<file path="src/rtl/pipe_skid_stage.sv">
// Elastic valid/ready pipeline stage with a 2-entry skid buffer and registered in_ready.
// Optional backpressure cycle counter enabled by PIPE_STALL_CNT_EN.
module pipe_skid_stage #(
  parameter int                DATA_W     = 96,
  parameter logic [DATA_W-1:0] RESET_DATA = '0
`ifdef PIPE_STALL_CNT_EN
  , parameter int              CNT_W      = 32
`endif
) (
  input  logic              clk,
  input  logic              rst,
  input  logic              flush,
  input  logic              in_valid,
  output logic              in_ready,
  input  logic [DATA_W-1:0] in_data,
  output logic              out_valid,
  input  logic              out_ready,
  output logic [DATA_W-1:0] out_data
`ifdef PIPE_STALL_CNT_EN
  , output logic [CNT_W-1:0] stall_cnt
`endif
);

  // state    | meaning
  // ST_EMPTY | nothing held (m_v=0, s_v=0)
  // ST_BUSY  | main register holds a beat (m_v=1, s_v=0)
  // ST_FULL  | main and skid both hold beats (m_v=1, s_v=1)
  // Encoding keeps bit0 = m_v and bit1 = s_v so the handshake outputs are bare flop bits.
  typedef enum logic [1:0] {
    ST_EMPTY = 2'b00,
    ST_BUSY  = 2'b01,
    ST_FULL  = 2'b11
  } state_t;

  state_t            state_q, state_d;
  logic [DATA_W-1:0] m_d_q, m_d_d;
  logic [DATA_W-1:0] s_d_q, s_d_d;
  logic              accept;
  logic              deliver;

  assign accept  = in_valid && in_ready;
  assign deliver = out_valid && out_ready;

  always_ff @(posedge clk or posedge rst) begin
    if (rst) begin
      state_q <= ST_EMPTY;
      m_d_q   <= RESET_DATA;
      s_d_q   <= RESET_DATA;
    end else begin
      state_q <= state_d;
      m_d_q   <= m_d_d;
      s_d_q   <= s_d_d;
    end
  end

  always_comb begin
    state_d = state_q;
    m_d_d   = m_d_q;
    s_d_d   = s_d_q;
    if (flush) begin
      state_d = ST_EMPTY;
      m_d_d   = RESET_DATA;
      s_d_d   = RESET_DATA;
    end else begin
      case (state_q)
        ST_EMPTY: begin
          if (accept) begin
            state_d = ST_BUSY;
            m_d_d   = in_data;
          end
        end
        ST_BUSY: begin
          if (accept && deliver) begin
            m_d_d = in_data;
          end else if (accept) begin
            state_d = ST_FULL;
            s_d_d   = in_data;
          end else if (deliver) begin
            state_d = ST_EMPTY;
          end
        end
        ST_FULL: begin
          // The skid beat is older than anything upstream, so it refills main first.
          if (deliver) begin
            state_d = ST_BUSY;
            m_d_d   = s_d_q;
          end
        end
        default: state_d = ST_EMPTY;
      endcase
    end
  end

  always_comb begin
    in_ready  = ~state_q[1];
    out_valid = state_q[0];
    out_data  = m_d_q;
  end

`ifdef PIPE_STALL_CNT_EN
  logic [CNT_W-1:0] stall_cnt_q, stall_cnt_d;

  // Saturating count; flush deliberately leaves it alone.
  always_comb begin
    stall_cnt_d = stall_cnt_q;
    if (out_valid && !out_ready && (stall_cnt_q != {CNT_W{1'b1}}))
      stall_cnt_d = stall_cnt_q + CNT_W'(1);
  end

  always_ff @(posedge clk or posedge rst) begin
    if (rst) stall_cnt_q <= '0;
    else     stall_cnt_q <= stall_cnt_d;
  end

  assign stall_cnt = stall_cnt_q;
`endif

endmodule
</file>
<file path="config.mk">
export PLATFORM = sky130hd
export DESIGN_NAME = pipe_skid_stage
export DESIGN_NICKNAME = d
export VERILOG_FILES = /design/src/rtl/pipe_skid_stage.sv
export SDC_FILE = /design/constraint.sdc
export NUM_CORES = 1
export LEC_CHECK = 0
export BUFFER_PORTS_ARGS = -buffer_cell sky130_fd_sc_hd__buf_2
export CAP_MARGIN = 5
export CORE_AREA = 2 2 153 155
export DETAILED_ROUTE_END_ITERATION = 16
export DIE_AREA = 0 0 155 157
export HOLD_SLACK_MARGIN = 0.08
export PLACE_DENSITY_LB_ADDON = 0.12
export SYNTH_ARGS = -nofsm -noshare
export SYNTH_HDL_FRONTEND = slang
export SYNTH_SLANG_ARGS = --single-unit
</file>
<file path="constraint.sdc">
create_clock -name clk -period 7.2 [get_ports clk]
set_input_delay 0.72 -clock clk [delete_from_list [all_inputs] [get_ports clk]]
set_output_delay 0.72 -clock clk [all_outputs]
set_load 0.01 [all_outputs]
</file>
Yosys cells after proc, flatten, opt, wreduce, memory -nomap -nowiden
Cells that the tools add are included.
{"block": "classes", "addsub": 0, "n_mul": 0, "div": 0, "n_lt_le_gt_ge": 0, "n_eq_ne": 8, "shift": 0, "n_mux": 15, "bitwise_logic": 1, "n_reduce_logical": 10}
{"cell": "$mux 96", "n": 7}
{"cell": "$pmux 96 s3", "n": 1}
{"cell": "$mux 2", "n": 6}
{"cell": "$ne 3x3->1 const B", "n": 4}
{"cell": "$reduce_and 4->1", "n": 2}
{"cell": "$pmux 2 s3", "n": 1}
{"cell": "$ne 4x4->1 const B", "n": 1}
{"cell": "$reduce_bool 2->1", "n": 2}
{"cell": "$reduce_bool 4->1", "n": 1}
{"cell": "$logic_and 1x1->1", "n": 3}
{"cell": "$reduce_and 3->1", "n": 1}
{"cell": "$eq 2x1->1 const B", "n": 1}
{"cell": "$eq 2x2->1 const B", "n": 1}
{"cell": "$logic_not 2->1", "n": 1}
{"cell": "$ne 2x2->1 const B", "n": 1}
{"cell": "$not 1->1", "n": 1}
{"block": "totals", "regBits": 194, "latch_bits": 0, "ramBits": 0, "rom_bits": 0, "input_bits": 101, "memories": 0}

Logic depth before layout (Yosys ltp)
{"block": "depth", "word_depth": 6, "ltp_mapped": 10, "depth_no_buf": 6}

Least setup slack after synthesis
OpenSTA, ideal clock, no wires.
{"block": "synth_path", "path_type": "register to register", "start": "register state_q[1]", "end": "register m_d_q[0] (netlist: out_data[0])", "arrival_time_ns": 1.960, "required_time_ns": 7.050, "setup_slack_ns": 5.090, "stages_incl_launch_ff": 10, "path_buffers": 3, "path_cell_list": "dfrtp_1 > inv_1 > ha_1 > or2_1 > a211oi_2 > or2_1 > buf_2 > buf_6 > buf_4 > a211oi_2"}
{"block": "synth_via", "elab_chain_len": 5}
{"element": "start, declared", "line_no": "35", "source": "state_t state_q, state_d;"}
{"element": "start signal, assigned", "line_no": "50", "source": "state_q <= state_d;"}
{"element": "$not 1->1 *", "line_no": "95", "source": "in_ready = ~state_q[1];"}
{"element": "net in_ready", "line_no": "14", "source": "output logic in_ready,"}
{"element": "$logic_and 1x1->1 *", "line_no": "41", "source": "assign accept = in_valid && in_ready;"}
{"element": "$logic_and 1x1->1", "line_no": "73", "source": "if (accept && deliver) begin"}
{"element": "$ne 3x3->1 (no line)"}
{"element": "$reduce_and 4->1 (no line) *"}
{"element": "end signal, assigned", "line_no": "51", "source": "m_d_q <= m_d_d;"}
{"element": "end, declared", "line_no": "36", "source": "logic [DATA_W-1:0] m_d_q, m_d_d;"}
The timed path passes the listed nets; every way through them passes the cells marked *.
A chain may end at the register's enable or synchronous reset.

Worst setup path after layout
{"block": "layout_path", "start": "register state_q[1]", "end": "register m_d_q[94] (netlist: out_data[94])"}
{"block": "layout_via", "elab_chain_len": 5}
{"element": "$not 1->1", "line_no": "95"}
{"element": "$logic_and 1x1->1", "line_no": "41"}
{"element": "$logic_and 1x1->1", "line_no": "73"}
{"element": "$ne 3x3->1 (no line)"}
{"element": "$reduce_and 4->1 (no line)"}
Several ways; a longest one is shown, not always the timed one.

==> impl_metrics.prom <==
# TYPE chip_impl_metric gauge
chip_impl_metric{name="floorplan.die.width",unit="um"} 155
chip_impl_metric{name="worst_skew_pair.late_latency",unit="ns"} 0.43
chip_impl_metric{name="clkSlewWorstSetupHoldPaths",unit="ns"} 0.07
chip_impl_metric{name="synthesis.nets",unit=""} 991
chip_impl_metric{name="firstDrtPassIters",unit=""} 4
chip_impl_metric{name="critical_path_required",unit="ns"} 7.47
chip_impl_metric{name="grt_pass1_wl",unit="um"} 38560
chip_impl_metric{name="worst-slew-pin-transition",unit="ns"} 1.037
chip_impl_metric{name="layout.core_utilization",unit="%"} 47.37
chip_impl_metric{name="cp_slowest_stage_delay",unit="ns"} 0.84
chip_impl_metric{name="timing.clock.skew",unit="ns"} 0.01007
chip_impl_metric{name="synth.distinct_cells",unit=""} 27
chip_impl_metric{name="rows",unit=""} 55
chip_impl_info{name="rsz0062_at_grt",value="no"} 1
chip_impl_metric{name="routed_via_density",unit=""} 5.294
chip_impl_metric{name="floorplan.initialDensity",unit="%"} 39.98
chip_impl_metric{name="post_route_cells_drive_above_1_share",unit="%"} 27.53
chip_impl_metric{name="numCtsBuffers",unit=""} 17
chip_impl_metric{name="p_sw",unit="uW"} 1420
chip_impl_metric{name="number_of_global_route_vias_before_repair",unit=""} 6992
chip_impl_metric{name="ys_warn_count",unit=""} 0
chip_impl_info{name="tritoncts",value="yes"} 1
chip_impl_metric{name="power-per-cell-area",unit="mW/mm^2"} 350.5
chip_impl_metric{name="global_route.overflow_total",unit=""} 0
chip_impl_metric{name="ff2ff_setup_slack",unit="ns"} 3.23
chip_impl_metric{name="layout_setup_ws",unit="ns"} 3.234
chip_impl_metric{name="layout_nets",unit=""} 1132
chip_impl_metric{name="cts-resized-gates",unit=""} 0
chip_impl_metric{name="finalWeightedCongestion",unit=""} 0.7269
chip_impl_metric{name="grt_max_degree",unit=""} 127
chip_impl_metric{name="gr-usage-all-layers",unit="%"} 20.07
chip_impl_metric{name="timing.final.max_slew_violations",unit=""} 0
chip_impl_metric{name="count_of_input_and_output_buffers",unit=""} 198
chip_impl_metric{name="route.detailed.drc",unit=""} 0
chip_impl_metric{name="number_of_top_level_pins",unit=""} 199
chip_impl_metric{name="drtAntennaViolNets",unit=""} 0
chip_impl_info{name="ctsRootBufferMaster",value="clkbuf_16"} 1
chip_impl_metric{name="maxCapViolations",unit=""} 0
chip_impl_metric{name="die_footprint",unit="sq mm"} 0.02434
chip_impl_info{name="outcome",value="finished, final reports clean"} 1
chip_impl_metric{name="finalCriticalPeriod",unit="ns"} 3.966
chip_impl_metric{name="routed_wire_length_per_instance",unit="um"} 18.23
chip_impl_metric{name="ys_seq_elements",unit=""} 194
chip_impl_metric{name="antenna_found_initial",unit=""} 2
chip_impl_metric{name="detailed_place_hpwl",unit="um"} 14000
chip_impl_metric{name="via_count",unit=""} 7025
chip_impl_metric{name="syn-mean-instance-area",unit="sq um"} 10.15
chip_impl_metric{name="netlist_instances",unit=""} 886
chip_impl_metric{name="y_dimension_of_the_die",unit="um"} 157
chip_impl_info{name="critical_path.slowest_cell",value="or2_4"} 1
chip_impl_metric{name="drtIter0Drc",unit=""} 410
chip_impl_metric{name="seq_area_frac_synth",unit="%"} 53.96
chip_impl_metric{name="fmaxAchievable",unit="MHz"} 252.2
chip_impl_metric{name="leakage",unit="uW"} 0.004596
chip_impl_metric{name="numClockSinks",unit=""} 194
chip_impl_info{name="crit_path_cell_trace",value="ha_4 > nor2_1 > a211oi_4 > buf_4 > or2_4 > buf_4 > a211oi_2"} 1
chip_impl_metric{name="crit_buf_inv",unit=""} 2
chip_impl_metric{name="max-slew-margin-rel",unit="%"} 30.88
chip_impl_metric{name="pre_cts_slack",unit="ns"} 3.230
chip_impl_metric{name="area_growth_syn_to_layout",unit="%"} 18.50
chip_impl_metric{name="postRouteWirelength",unit="um"} 24200
chip_impl_metric{name="seq_power_share",unit="%"} 41.0
chip_impl_info{name="critical_path_class",value="reg -> reg"} 1
chip_impl_info{name="crit_top_cell",value="buf_4"} 1
chip_impl_metric{name="switching_share",unit="%"} 38.00
chip_impl_metric{name="vdd_ir_drop_max",unit="mV"} 0.1486
chip_impl_metric{name="timing.final.setup_violations",unit=""} 0
chip_impl_metric{name="min_period_over_period",unit="%"} 55.08
chip_impl_metric{name="worstPathArrival",unit="ns"} 4.24
chip_impl_metric{name="mappedNetlistArea",unit="sq mm"} 0.008996
chip_impl_metric{name="postCtsHoldBufs",unit=""} 0
chip_impl_metric{name="maximum_fanout_encountered_on_the_critical_timing_path",unit=""} 67
chip_impl_info{name="worstHoldPathType",value="in -> async"} 1
chip_impl_metric{name="fp.coreArea",unit="sq mm"} 0.02250
chip_impl_metric{name="comb_power_share",unit="%"} 34.9
chip_impl_metric{name="setup_tns",unit="ns"} 0
chip_impl_metric{name="clk_path_buf_depth",unit=""} 2
chip_impl_metric{name="clock_power_share",unit="%"} 24.1
chip_impl_metric{name="hold_viol",unit=""} 0
chip_impl_info{name="worst_path_dominant_cell_family",value="simple AND/OR/NAND/NOR gates"} 1
chip_impl_metric{name="cts_post_setup_buffers_inserted",unit=""} 0
chip_impl_info{name="critical_path.startpoint_type",value="register"} 1
chip_impl_metric{name="ctsHtreeMaxLevel",unit=""} 4
chip_impl_metric{name="power.internal",unit="uW"} 2316
chip_impl_info{name="critical_path.endpoint_type",value="register"} 1
-- placed cells by master (no fill, tap or decap), types with 4 or more instances in the layout --
cell,Yosys,final
a21oi_1,98,98
nor3_1,96,96
buf_4,5,10
dfrtp_1,194,194
mux2i_1,96,96
nand2_1,195,195
clkinvlp_4,0,4
inv_8,0,4
a211oi_2,41,40
buf_2,18,197
a211oi_1,56,56
clkbuf_16,0,17
-- registers in the layout (all words and copies together) (netlist names) --
register	count
out_data	96
s_d_q	96
state_q	2
-- layer usage --
| layer | vias to the layer above | global-route usage [%] | wire length, um |
|---|---|---|---|
| met5 | - | 0 | 0 |
| met4 | 0 | 4.409 | 201 |
| met3 | 16 | 4.323 | 1075 |
| met2 | 163 | 33.31 | 11640 |
| met1 | 3463 | 27.15 | 11280 |
| li1 | 3383 | - | - |
-- per-stage QoR --
stage          hold slack [ns]  total power [uW]  instances  cell area (sq um)
3_5_place_dp            0.5151              2878       1293              10110
2_1_floorplan           0.5010              2412        886               8996
5_1_grt                 0.5091              3992       1325              10660
4_1_cts                 0.5024              3790       1324              10650
6_report                0.4766              3736       1327              10660
3_3_place_gp            0.5092              2862       1293              10110
-- power groups by stage --
stage | Clock, uW | Sequential (uW) | Combinational, uW
2_1_floorplan | 0 | 1610 | 798
4_1_cts | 928 | 1540 | 1320
5_1_grt | 975 | 1570 | 1450
3_3_place_gp | 0 | 1560 | 1300
3_5_place_dp | 0 | 1550 | 1320
6_report | 899 | 1530 | 1300
-- Yosys cell counts --
| library cell | count | area share [%] |
|---|---|---|
| a211oi_1 | 56 | 4.7 |
| a211oi_2 | 41 | 5.7 |
| a21oi_1 | 98 | 5.5 |
| a221o_1 | 1 | 0.11 |
| a22o_1 | 1 | 0.097 |
| a22oi_1 | 1 | 0.083 |
| and2_1 | 1 | 0.070 |
| and3_1 | 2 | 0.14 |
| buf_1 | 1 | 0.042 |
| buf_2 | 18 | 1.0 |
| buf_4 | 5 | 0.42 |
| buf_6 | 1 | 0.13 |
| clkbuf_1 | 61 | 2.5 |
| dfrtp_1 | 194 | 54 |
| ha_1 | 4 | 0.56 |
| inv_1 | 4 | 0.17 |
| mux2i_1 | 96 | 11 |
| nand2_1 | 195 | 8.1 |
| nand2b_1 | 1 | 0.070 |
| nand3_1 | 1 | 0.056 |
| nor2_1 | 1 | 0.042 |
| nor2b_1 | 2 | 0.14 |
| nor3_1 | 96 | 5.3 |
| o21ai_0 | 1 | 0.056 |
| o32ai_1 | 1 | 0.097 |
| or2_1 | 2 | 0.14 |
| xnor2_1 | 1 | 0.097 |
-- worst paths after layout --
kind / startpoint / to / cells after the start
worst max-delay path: state_q[1]$_DFFE_PP0P_ / out_data[94]$_DFFE_PP0P_ / 7
worst min-delay path: rst / s_d_q[25]$_DFFE_PP0P_ / 2
worst max register to register: state_q[1]$_DFFE_PP0P_ / out_data[94]$_DFFE_PP0P_ / 7
worst min register to register: s_d_q[4]$_DFFE_PP0P_ / s_d_q[4]$_DFFE_PP0P_ / 2
max in group asynchronous: rst / out_data[82]$_DFFE_PP0P_ / 3
min in group clk: s_d_q[4]$_DFFE_PP0P_ / s_d_q[4]$_DFFE_PP0P_ / 2
-- logic make-up after synthesis --
group / after synthesis / share of synthesized area [%]
flops: 194 / 53.96
buf+inv: 90 / 4.298
fa+ha+maj: 4 / 0.5564
mux: 96 / 10.68
simple gates: 301 / 14.13
xor+xnor: 1 / 0.09738
compound gates: 200 / 16.27
-- final cells by class --
| class | count | area, sq um |
|---|---|---|
| inverters | 4 | 22.52 |
| multi-input cells | 602 | 3800 |
| repair buffers | 208 | 1072 |
| flip-flops and latches | 194 | 4855 |
| clock inverters | 14 | 121.4 |
| clock buffers | 17 | 425.4 |
| well taps | 285 | 356.6 |
| fillers | 2151 | 11840 |
| diodes | 3 | 7.507 |
Note: power is estimated with default switching activity, not from simulation.
